==> config.mk <==
export PLATFORM = sky130hd
export DESIGN_NAME = mips_controller
export DESIGN_NICKNAME = d
export VERILOG_FILES = /design/src/rtl/mips_controller.sv
export SDC_FILE = /design/constraint.sdc
export NUM_CORES = 1
export LEC_CHECK = 0
export ABC_AREA = 0
export BUFFER_PORTS_ARGS = -buffer_cell sky130_fd_sc_hd__buf_2
export CAP_MARGIN = 20
export CORE_AREA = 2 2 39 41
export DETAILED_ROUTE_END_ITERATION = 10
export DIE_AREA = 0 0 41 43
export GPL_TIMING_DRIVEN = 0
export PLACE_DENSITY = 0.72
export SETUP_SLACK_MARGIN = 0.3
export SYNTH_ARGS = -nofsm -noshare
export SYNTH_HDL_FRONTEND = slang
export SYNTH_SLANG_ARGS = --single-unit
export TNS_END_PERCENT = 20
==> constraint.sdc <==
create_clock -name clk -period 3.9 [get_ports clk]
set_clock_uncertainty 0.2 [all_clocks]
set_input_delay 0.78 -clock clk [delete_from_list [all_inputs] [get_ports clk]]
set_output_delay 0.78 -clock clk [all_outputs]
set_load 0.02 [all_outputs]
==> src/rtl/mips_controller.sv <==
// Multicycle main controller FSM for the 8-bit mini-MIPS datapath.
// Define MIPS_CTRL_ADDI_EN to add the ADDIEX/ADDIWR states for ADDI support.
module mips_controller #(
    parameter int unsigned OPW = 6,
    parameter int unsigned SW  = 4
) (
    input  logic           clk,
    input  logic           reset,
    input  logic [OPW-1:0] op,
    input  logic           zero,
    output logic           memread,
    output logic           memwrite,
    output logic           alusrca,
    output logic [1:0]     alusrcb,
    output logic [1:0]     aluop,
    output logic [3:0]     irwrite,
    output logic           iord,
    output logic           memtoreg,
    output logic           regdst,
    output logic           regwrite,
    output logic [1:0]     pcsource,
    output logic           pcen,
    output logic [SW-1:0]  state
);

    localparam logic [OPW-1:0] OpLb    = 6'b100000;
    localparam logic [OPW-1:0] OpSb    = 6'b101000;
    localparam logic [OPW-1:0] OpRtype = 6'b000000;
    localparam logic [OPW-1:0] OpBeq   = 6'b000100;
    localparam logic [OPW-1:0] OpJ     = 6'b000010;
`ifdef MIPS_CTRL_ADDI_EN
    localparam logic [OPW-1:0] OpAddi  = 6'b001000;
`endif

    // Encodings are implicit and consecutive from 0; ADDI states take 13 and 14.
    typedef enum logic [SW-1:0] {
        StFetch1,
        StFetch2,
        StFetch3,
        StFetch4,
        StDecode,
        StMemAdr,
        StLbRd,
        StLbWr,
        StSbWr,
        StRtypeEx,
        StRtypeWr,
        StBeqEx,
        StJEx
`ifdef MIPS_CTRL_ADDI_EN
        ,
        StAddiEx,
        StAddiWr
`endif
    } state_e;

    state_e state_q, state_d;
    logic   pcwrite;
    logic   branch;

    always_ff @(posedge clk or posedge reset) begin
        if (reset) begin
            state_q <= StFetch1;
        end else begin
            state_q <= state_d;
        end
    end

    always_comb begin
        state_d  = StFetch1;
        memread  = 1'b0;
        memwrite = 1'b0;
        alusrca  = 1'b0;
        alusrcb  = 2'b00;
        aluop    = 2'b00;
        irwrite  = 4'b0000;
        iord     = 1'b0;
        memtoreg = 1'b0;
        regdst   = 1'b0;
        regwrite = 1'b0;
        pcsource = 2'b00;
        pcwrite  = 1'b0;
        branch   = 1'b0;
        case (state_q)
            StFetch1: begin
                memread = 1'b1;
                irwrite = 4'b0001;
                alusrcb = 2'b01;
                pcwrite = 1'b1;
                state_d = StFetch2;
            end
            StFetch2: begin
                memread = 1'b1;
                irwrite = 4'b0010;
                alusrcb = 2'b01;
                pcwrite = 1'b1;
                state_d = StFetch3;
            end
            StFetch3: begin
                memread = 1'b1;
                irwrite = 4'b0100;
                alusrcb = 2'b01;
                pcwrite = 1'b1;
                state_d = StFetch4;
            end
            StFetch4: begin
                memread = 1'b1;
                irwrite = 4'b1000;
                alusrcb = 2'b01;
                pcwrite = 1'b1;
                state_d = StDecode;
            end
            StDecode: begin
                alusrcb = 2'b11;
                case (op)
                    OpLb, OpSb: state_d = StMemAdr;
                    OpRtype:    state_d = StRtypeEx;
                    OpBeq:      state_d = StBeqEx;
                    OpJ:        state_d = StJEx;
`ifdef MIPS_CTRL_ADDI_EN
                    OpAddi:     state_d = StAddiEx;
`endif
                    default:    state_d = StFetch1;
                endcase
            end
            StMemAdr: begin
                alusrca = 1'b1;
                alusrcb = 2'b10;
                state_d = (op == OpLb) ? StLbRd : StSbWr;
            end
            StLbRd: begin
                memread = 1'b1;
                iord    = 1'b1;
                state_d = StLbWr;
            end
            StLbWr: begin
                regwrite = 1'b1;
                memtoreg = 1'b1;
            end
            StSbWr: begin
                memwrite = 1'b1;
                iord     = 1'b1;
            end
            StRtypeEx: begin
                alusrca = 1'b1;
                aluop   = 2'b10;
                state_d = StRtypeWr;
            end
            StRtypeWr: begin
                regdst   = 1'b1;
                regwrite = 1'b1;
            end
            StBeqEx: begin
                alusrca  = 1'b1;
                aluop    = 2'b01;
                branch   = 1'b1;
                pcsource = 2'b01;
            end
            StJEx: begin
                pcwrite  = 1'b1;
                pcsource = 2'b10;
            end
`ifdef MIPS_CTRL_ADDI_EN
            StAddiEx: begin
                alusrca = 1'b1;
                alusrcb = 2'b10;
                state_d = StAddiWr;
            end
            StAddiWr: begin
                regwrite = 1'b1;
            end
`endif
            default: state_d = StFetch1;
        endcase
    end

    assign pcen  = pcwrite | (branch & zero);
    assign state = state_q;

endmodule

=== Yosys cells after proc, flatten, opt, wreduce, memory -nomap -nowiden ===
Cells that the tools add are included.

* Bits in registers: 4
* Bits of input ports: 9
* Output and inout bits: 22
* Logic and storage cells: 44

* Equal/unequal tests: 16
* Muxes and demuxes: 16
* Bitwise operators: 2
* Reductions and logical operators: 9

{| class="wikitable"
|+ Operator list
! operator !! number
|-
| case mux 4 bit (4 select lines) || 2
|-
| case mux 4 bit (8 select lines) || 1
|-
| equality test 4 bit, second input constant || 5
|-
| equality test 4 x 3 -> 1 bit, second input constant || 4
|-
| equality test 6 bit, second input constant || 2
|-
| OR reduction 5 bit || 2
|-
| 2-to-1 mux 1 bit || 9
|-
| equality test 4 x 2 -> 1 bit, second input constant || 2
|-
| case mux 2 bit (2 select lines) || 2
|-
| equality test 6 x 2 -> 1 bit, second input constant || 1
|-
| equality test 6 x 3 -> 1 bit, second input constant || 1
|-
| zero test 6 bit || 1
|-
| case mux 2 bit (3 select lines) || 1
|-
| OR reduction 2 bit || 3
|-
| equality test 4 x 1 -> 1 bit, second input constant || 1
|-
| zero test 4 bit || 1
|-
| 2-to-1 mux 4 bit || 1
|-
| OR reduction 4 bit || 1
|-
| OR reduction 3 bit || 1
|-
| AND 1 bit || 1
|-
| bitwise OR 1 bit || 1
|}

=== Logic depth before layout (Yosys ltp) ===
Gate-level depths: netlist of the first run.

* Word-level depth: 4
* Gate-level depth with buffers: 5
* Mapped depth without buffers: 3

=== Worst setup path before layout of the first run ===
Ideal clock, no wire load.

* Path kind: reg2out
* Start point: register state_q[1] (netlist: state[1])
* End point: output port pcen
* Arrival: 1.467 ns
* Data required time: 2.920 ns
* Path slack: 1.453 ns
* Cell stages (with the launch flop): 5
* Buffers on the path: 1
* Path through: dfrtp_1 -> clkbuf_1 -> nor2_1 -> and3_1 -> or2_2

* Longest elaborated chain between the ends: 4
* Elaborated cells on any way between the ends: 11
* Classes of those cells: eq/ne: 5; mux: 2; bitwise: 2; reduce/logical: 2

{| class="wikitable"
|+ RTL lines
! element !! line !! text
|-
| start, declared || 57 || <nowiki>state_e state_q, state_d;</nowiki>
|-
| start signal, assigned || 63 || <nowiki>state_q <= StFetch1;</nowiki>
|-
| start signal, assigned || 65 || <nowiki>state_q <= state_d;</nowiki>
|-
| equality test 4 bit (tied with other cells) || 84 || <nowiki>case (state_q)</nowiki>
|-
| OR reduction 5 bit (no line) or 2-to-1 mux 1 bit (tied branches) || - ||
|-
| 2-to-1 mux 1 bit or AND 1 bit (tied branches) || 84, 177 ||
|-
| bitwise OR 1 bit * || 177 || <nowiki>assign pcen = pcwrite | (branch & zero);</nowiki>
|-
| end, declared || 22 || <nowiki>output logic pcen,</nowiki>
|}

Every way passes the cells marked *; elsewhere a longest branch is shown, timed or not.

=== Worst setup path after layout of the first run ===
Same ends and word-level chain as after synthesis.

==> results.md, run 1 <==
- For this configuration, the core starts out at a cell density of 0.333.
- 0 antenna diodes ended up in the layout.
- On the critical path, the stage with the largest delay is an instance of sky130_fd_sc_hd__dfrtp_1.
- The synthesized netlist contains 29 unique library cells.
- The synthesized cell area is 460 um2.
- The per-cell via count in the routed design is 5.15.
- The number of failing hold endpoints at the final stage is 0.
- The highest fanout seen on the critical path is 10.
- Routability-driven placement finished with a final weighted congestion of 0.780.
- For the worst setup path, the data required time is 2.92 ns.
- The combined global-route utilization of all metal layers is 0.164.
- The critical setup path kind is register to primary output.
- The worst-case IR drop observed on VDD is 0.265 mV.
- The share of the synthesized area in the top cell type is 0.217.
- The critical path startpoint is state[1]$_DFF_PP0_.
- The clock tree from TritonCTS is yes.
- For this run, asynchronously set or reset flops after synthesis account for 1.00.
- The total vias in the final route is 603.
- The clock transition at the register clock pins on the worst setup and hold paths after CTS is 0.04 ns.
- In the final layout, the multi-input gates occupy 323 um2.
- The final period utilization is 0.695.
- At the pin with the least slew margin, the transition time is 0.396 ns.
- The flip-flop count of the largest register, all copies and words added is 4.
- The width of the chip is 41 um.
- The biggest area consumer among synthesized cells is sky130_fd_sc_hd__dfrtp_1.
- The placeable core region is 0.00138 mm2.
- The growth of design area from synthesis to finish is 41.8%.
- In the final layout, the share of cells above drive strength 1 is 0.396.
- The post-CTS resize count is 0.
- Ranked by instance count, the synthesized netlist is headed by sky130_fd_sc_hd__nor2_1, sky130_fd_sc_hd__clkbuf_1, sky130_fd_sc_hd__a21oi_1, sky130_fd_sc_hd__nor3_1.
- In the final routed layout, each cell accounts on average for 11.0 um.
- Measured against its own limit, the worst slew margin works out to 0.729.
- Yosys mapped a number of flops with a built-in enable equal to 0.
- Setup repair after global routing left no endpoint under its margin.
- After clock tree synthesis, the flow added hold-fix buffers numbering 0.
- The number of nets in the layout is 112.
- The worst register-to-register path begins at state[3]$_DFF_PP0_.
- For this run, the slowest stage of the critical path takes 0.36 ns.
- Counting tap cells, the placed design contains a total of 114 instances.
- The kind of end point of the critical path is a primary output.
- The total count of max-transition violations in the final report is 0.
- A synthesized cell averages 6.77 um2.
- The number of global-route vias before repair is 473.
- In the post-synthesis netlist, the cell with the most instances is sky130_fd_sc_hd__nor2_1.
- The area of the die is 0.00176 mm2.
- The TritonCTS buffer count is 3.
- Input and output buffers added on the ports amount to 30.
- The routed design has 1280 um of wire.
- Across the whole layout, storage elements account for 100 um2.
- The net count of the mapped netlist is 77.
- The number of instances in the synthesized netlist is 68.
- The number of endpoints failing setup at the final stage is 0.
- The final critical delay including setup and external delays is 2.71 ns.
- The post-synthesis compound-gate area fraction is 0.168.
- The source-to-sink clock delay at the later pin of the worst-skew pair is 0.23 ns.
- The finished layout cell area is 653 um2.
- The filler cells instantiated in the layout total 149.
- The timing-limited maximum frequency is 369 MHz.
- The count of yosys warnings during synthesis is 0.
- For this run, design rule violations remaining after detail routing come to 0.
- The adder-cell share of the synthesized area is 0.
- Setup total negative slack on the finished layout was measured at 0 ns.
- The CTS sink count is 4.
- The sum of net half-perimeters after detailed placement is 990 um.
- The max capacitance violation total is 0.
- The leakage component of the power is 0.325 nW.
- After synthesis, the largest family of logic cells by area is simple AND/OR/NAND/NOR gates.
- In the global route stage, met3 resource usage came out at 0.0471.
- The post-route non-filler standard cell count is 117.
- The synthesized-area fraction occupied by xor and xnor cells is 0.0190.
- The number of placement rows is 14.
- The first detailed-routing pass ran for 4 iterations.
- The height of the die is 43 um.
- During I/O placement, the number of pins put on the boundary was 31.
- The root buffer cell is sky130_fd_sc_hd__clkbuf_4.
- The post-CTS setup buffer count is 0.
- For this block, the initial DRC count from the detailed router was 13.
- The worst hold margin is 0.217 ns.
- After synthesis, the share of cell area in mux cells is 0.0245.
- The placed cell area is 631 um2.
- Among all flip-flop cells after synthesis, the most frequent one is sky130_fd_sc_hd__dfrtp_1.
- The worst setup path is launched from a register.
- The data arrival time of the worst path is 1.73 ns.
- In the post-synthesis netlist, the biggest area contributors are sky130_fd_sc_hd__dfrtp_1, sky130_fd_sc_hd__nor2_1, sky130_fd_sc_hd__a21oi_1.
- Walking the worst path, the cells encountered are clkbuf_1, nor2_1, and3_1, or2_2, buf_2.
- The clock tree buffer depth is 2.
- The met2 capacity usage during global routing is 0.228.
- Global routing finished with a remaining overflow of 0.
- The first global-routing pass estimated 2030 um of wire.
- The worst hold path belongs to the class input pin to async pin.
- The post-synthesis sequential element count is 4.
- The most crowded layer after global routing is met1.
- In this run the number of H-tree levels came out at 1.
- The run finished with clean final reports.
- The largest net degree at the start of global routing is 11.
- The share of the Yosys chip area taken by registers is 0.217.
- The number of antenna violations at the first check in global routing is 0.
- The number of nets with antenna violations after detailed routing is 0.
- Dividing total power by cell area gives a power density of 772 mW/mm2.
- The simple-gate portion of the synthesized area is 0.489.
- For this run, global-route usage on met1 was measured as 0.242.
-- area by class of cell --
| cell class | count | area share |
|---|---|---|
| inverter | 2 | 0.0115 |
| buffer | 7 | 0.0460 |
| sequential | 4 | 0.153 |
| tap | 16 | 0.0307 |
| clock buffer | 3 | 0.0345 |
| multi-input combinational | 55 | 0.494 |
| timing repair buffer | 30 | 0.230 |
-- power by group --
group	internal, mW	leakage, nW	total [mW]	switching [mW]
Combinational	0.132	0.260	0.378	0.246
Sequential	0.0589	0.0510	0.0757	0.0167
Clock	0.0344	0.0138	0.0503	0.0159
Total	0.225	0.325	0.504	0.279
-- stage by stage --
stage	utilization	setup slack, ns	total power, mW
after detailed placement	0.456	1.44	0.452
after global placement	0.456	1.46	0.447
after CTS	0.472	1.18	0.506
after floorplan	-	1.45	0.343
final	0.472	1.19	0.504
after global routing	0.472	1.09	0.547
-- cell usage in the layout, fill, tap and decap left out --
master,n
sky130_fd_sc_hd__nand2b_1,4
sky130_fd_sc_hd__nor4b_1,1
sky130_fd_sc_hd__nand3_1,2
sky130_fd_sc_hd__or2_2,3
sky130_fd_sc_hd__mux2_2,1
sky130_fd_sc_hd__nor2_1,12
sky130_fd_sc_hd__a311oi_1,1
sky130_fd_sc_hd__clkbuf_4,3
sky130_fd_sc_hd__o311ai_1,1
sky130_fd_sc_hd__buf_4,1
sky130_fd_sc_hd__nor3_1,5
sky130_fd_sc_hd__a211o_1,1
sky130_fd_sc_hd__nand3b_1,1
sky130_fd_sc_hd__nor3b_1,2
sky130_fd_sc_hd__or4_1,1
sky130_fd_sc_hd__a2111oi_0,1
sky130_fd_sc_hd__buf_2,30
sky130_fd_sc_hd__xnor2_1,1
sky130_fd_sc_hd__and2_1,1
sky130_fd_sc_hd__a21oi_1,5
sky130_fd_sc_hd__inv_1,2
sky130_fd_sc_hd__or4_4,1
sky130_fd_sc_hd__or2b_2,1
sky130_fd_sc_hd__o21ai_0,2
sky130_fd_sc_hd__nand2_1,3
sky130_fd_sc_hd__and3_1,1
sky130_fd_sc_hd__nand4_1,2
sky130_fd_sc_hd__dfrtp_1,4
sky130_fd_sc_hd__clkbuf_1,6
sky130_fd_sc_hd__o211ai_1,1
sky130_fd_sc_hd__nor2b_1,1
-- per-layer routing --
layer / wire length, um / share of wire
met1: 607 / 0.47
met2: 617 / 0.48
met3: 58 / 0.045
met4: 0 / 0
met5: 0 / 0
-- worst max-delay path: cells and delay by family (launching register included) --
kind,cells,cell delay (ns)
DFF,1,0.36
and+or+nand+nor,3,0.62
buffers and inverters,2,0.52
-- cell families (layout without fill, tap and decap cells) --
family	after synthesis	in the layout
AOI/OAI and AO/OA	12	12
xor gates and xnor gates	1	1
muxes	1	1
buffers and inverters	9	42
DFF	4	4
and+or+nand+nor	41	41
-- final timing paths --
| check | cells after the start | end | slack [ns] |
|---|---|---|---|
| max in group asynchronous | 2 | state[1]$_DFF_PP0_ | 3.14 |
| worst max-delay path | 5 | pcen | 1.19 |
| worst min-delay path | 2 | state[0]$_DFF_PP0_ | 0.22 |
| worst min register to register | 2 | state[2]$_DFF_PP0_ | 0.54 |
| worst max register to register | 4 | state[2]$_DFF_PP0_ | 2.12 |
| min in group clk | 2 | state[2]$_DFF_PP0_ | 0.54 |
No activity file was read; power rests on OpenSTA's default activity.
==> run 2: changes to the inputs <==
==> constraint.sdc (replaced) <==
create_clock -name clk -period 2.65 [get_ports clk]
set_clock_uncertainty 0.2 [all_clocks]
set_input_delay 0.53 -clock clk [delete_from_list [all_inputs] [get_ports clk]]
set_output_delay 0.53 -clock clk [all_outputs]
set_load 0.02 [all_outputs]
==> results.md, run 2 (synthesis results as in run 1) <==
- The run finished with clean final reports.
- The maximum resistive drop on vdd is 0.394 mV.
- TritonCTS built the clock tree.
- The worst min-delay path class is input pin to register.
- The final RePlAce weighted congestion is 0.780.
- The wire-length estimate of the detail-placed layout is 990 um.
- The count of cells along the worst hold path is 3.
- The completed layout was analyzed and its total power is 0.748 mW.
- The final critical delay including setup and external delays is 2.30 ns.
- At the later pin of the worst-skew pair, clock insertion delay measures 0.23 ns.
- Adding up every negative setup slack in the final design gives 0 ns.
- The startpoint identified for the worst register-to-register timing path is state[0]$_DFF_PP0_.
- In this run the count of I/O pins placed on the die edge is 31.
- Entering global routing, the biggest net connects 11 pins.
- The signal on the critical path passes through clkbuf_1, nand2b_1, mux2_2, nor2_1, buf_2.
- The initial utilization of the core area, before any placement, comes to 0.333.
- At the pin with the least slew margin, the transition time is 0.385 ns.
- In this run the static leakage power is 0.346 nW.
- The first global-routing pass estimated 2040 um of wire.
- The TritonCTS buffer count is 3.
- Timing would allow up to 436 MHz.
- The floorplan step defined a die boundary enclosing 0.00176 mm2.
- The register with the most flip-flops in the layout has 4 of them.
- The slack of the worst reg-to-reg path is 0.90 ns.
- In the layout the commonest cells are sky130_fd_sc_hd__buf_2, sky130_fd_sc_hd__nor2_1, sky130_fd_sc_hd__clkbuf_2, sky130_fd_sc_hd__nor3_1, sky130_fd_sc_hd__a21oi_1.
- For this run, design rule violations remaining after detail routing come to 0.
- In this design, the largest share of critical-path delay is due to buffers and inverters.
- The biggest cell delay along the critical path is 0.33 ns.
- The number of filler cells placed in the layout is 147.
- The hold path endpoint is state[1]$_DFF_PP0_.
- Measured against its own limit, the worst slew margin works out to 0.737.
- The worst setup path is launched from a register.
- The number of antenna violations at the first check in global routing is 0.
- The antenna diode count is 0.
- In this run the deepest clock path goes through 2 buffers.
- In this run the power density over the cells is 1120 mW/mm2.
- The CTS sink count is 4.
- The routed layout has 602 vias.
- The clock transition at the register clock pins on the worst setup and hold paths after CTS is 0.04 ns.
- The final period utilization is 0.866.
- The width of the chip is 41 um.
- The growth of design area from synthesis to finish is 45.4%.
- The cell count after placement is 114.
- The max capacitance violation total is 0.
- The number of nets with antenna violations after detailed routing is 0.
- The number of failing hold endpoints at the final stage is 0.
- The height of the die is 43 um.
- At the worst endpoint, the required time is 1.92 ns.
- The hold path startpoint is op[2].
- The port buffer count is 30.
- The number of H-tree levels is 1.
- The total wire length is 1280 um.
- The data arrival time of the worst path is 1.57 ns.
- The per-cell via count in the routed design is 5.10.
- The endpoint of the worst-slack reg-to-reg timing path is state[2]$_DFF_PP0_.
- Counting both buffers and inverters, the worst setup path holds a total of 2.
- The combined global-route utilization of all metal layers is 0.165.
- The post-CTS setup buffer count is 0.
- The root buffer cell is sky130_fd_sc_hd__clkbuf_4.
- Setup repair after global routing could not meet its margin everywhere.
- The number of nets in the layout is 113.
- In the final layout, the share of cells above drive strength 1 is 0.441.
- The first detailed-routing pass took 4 iterations.
- After the first detailed-routing iteration, the DRC count stood at 18.
- The setup path with the least slack is of type register to primary output.
- The leftover overflow at the end of global routing is 0.
- The placeable core region is 0.00138 mm2.
- Along the worst path, the maximum fanout reaches 8.
- Setup violations remaining at the end of the flow were counted as 0.
- In the final routed layout, each cell accounts on average for 10.8 um.
- The worst-case reg-to-reg path depth is 3.
- The post-route non-filler standard cell count is 118.
- The most common cell after layout, fill and taps aside is sky130_fd_sc_hd__buf_2.
- The number of placement rows is 14.
- The critical path's slowest cell is sky130_fd_sc_hd__dfrtp_1.
- The total count of max-transition violations in the final report came to 0.
- The number of global-route vias before repair was 479.
- The kind of end point of the critical path is a primary output.
[run 2: cell types whose count changed in the layout (fill, tap and decap cells not counted), sizes merged]
cell / change
dlygate4sd3: +1
[run 2: where the power goes]
part	leakage, nW	internal, mW	total [mW]	switching (mW)
combinational	0.281	0.203	0.563	0.360
clock	0.0138	0.0506	0.0740	0.0234
sequential	0.0510	0.0867	0.111	0.0244
[run 2: layout make-up]
cell class / instances / area [um2] / area share
repair buffers: 31 / 160 / 0.239
plain buffers: 7 / 36.3 / 0.0542
multi-input cells: 55 / 323 / 0.482
inverters: 2 / 7.51 / 0.0112
well taps: 16 / 20.0 / 0.0299
clock buffers: 3 / 22.5 / 0.0336
flip-flops and latches: 4 / 100 / 0.150
[run 2: what timing repair did]
item / CTS / global route
endpoints found under the hold margin: 4 / 0
endpoints found under the setup margin: 1 / 8
hold buffers: 1 / 0
pin swaps: 0 / 0
gates resized for setup: 2 / 6
[run 2: metrics by stage]
step	cell area, um2	hold slack, ns	utilization	setup slack [ns]
global placement	631	0.209	0.456	0.458
finish	669	0.430	0.484	0.354
floorplan	460	0.0961	-	0.453
global route	669	0.448	0.484	0.206
CTS	666	0.427	0.481	0.307
detailed placement	631	0.215	0.456	0.443
[run 2: worst max-delay path by stage]
stage	start	cells past startpoint	slack [ns]	endpoint
6_report	state[2]$_DFF_PP0_	5	0.35	iord
5_1_grt	state[2]$_DFF_PP0_	5	0.21	iord
4_1_cts	state[3]$_DFF_PP0_	5	0.31	regwrite
3_5_place_dp	state[1]$_DFF_PP0_	5	0.44	pcen
3_3_place_gp	state[1]$_DFF_PP0_	5	0.46	pcen
2_1_floorplan	state[1]$_DFF_PP0_	4	0.45	pcen
[run 2: worst reg2reg max path: stages (launching register included)]
cell and delay (ns):
sky130_fd_sc_hd__dfrtp_1 0.44, sky130_fd_sc_hd__or2_2 0.36, sky130_fd_sc_hd__or4_1 0.54, sky130_fd_sc_hd__o311ai_1 0.10
[run 2: layer usage]
metal  track usage  part of all wire  vias to the layer above
met2         0.234              0.49                       15
li1              -                 -                      312
met3        0.0471             0.039                        0
met1         0.239              0.47                      275
met5             0                 0                        -
met4        0.0400                 0                        0
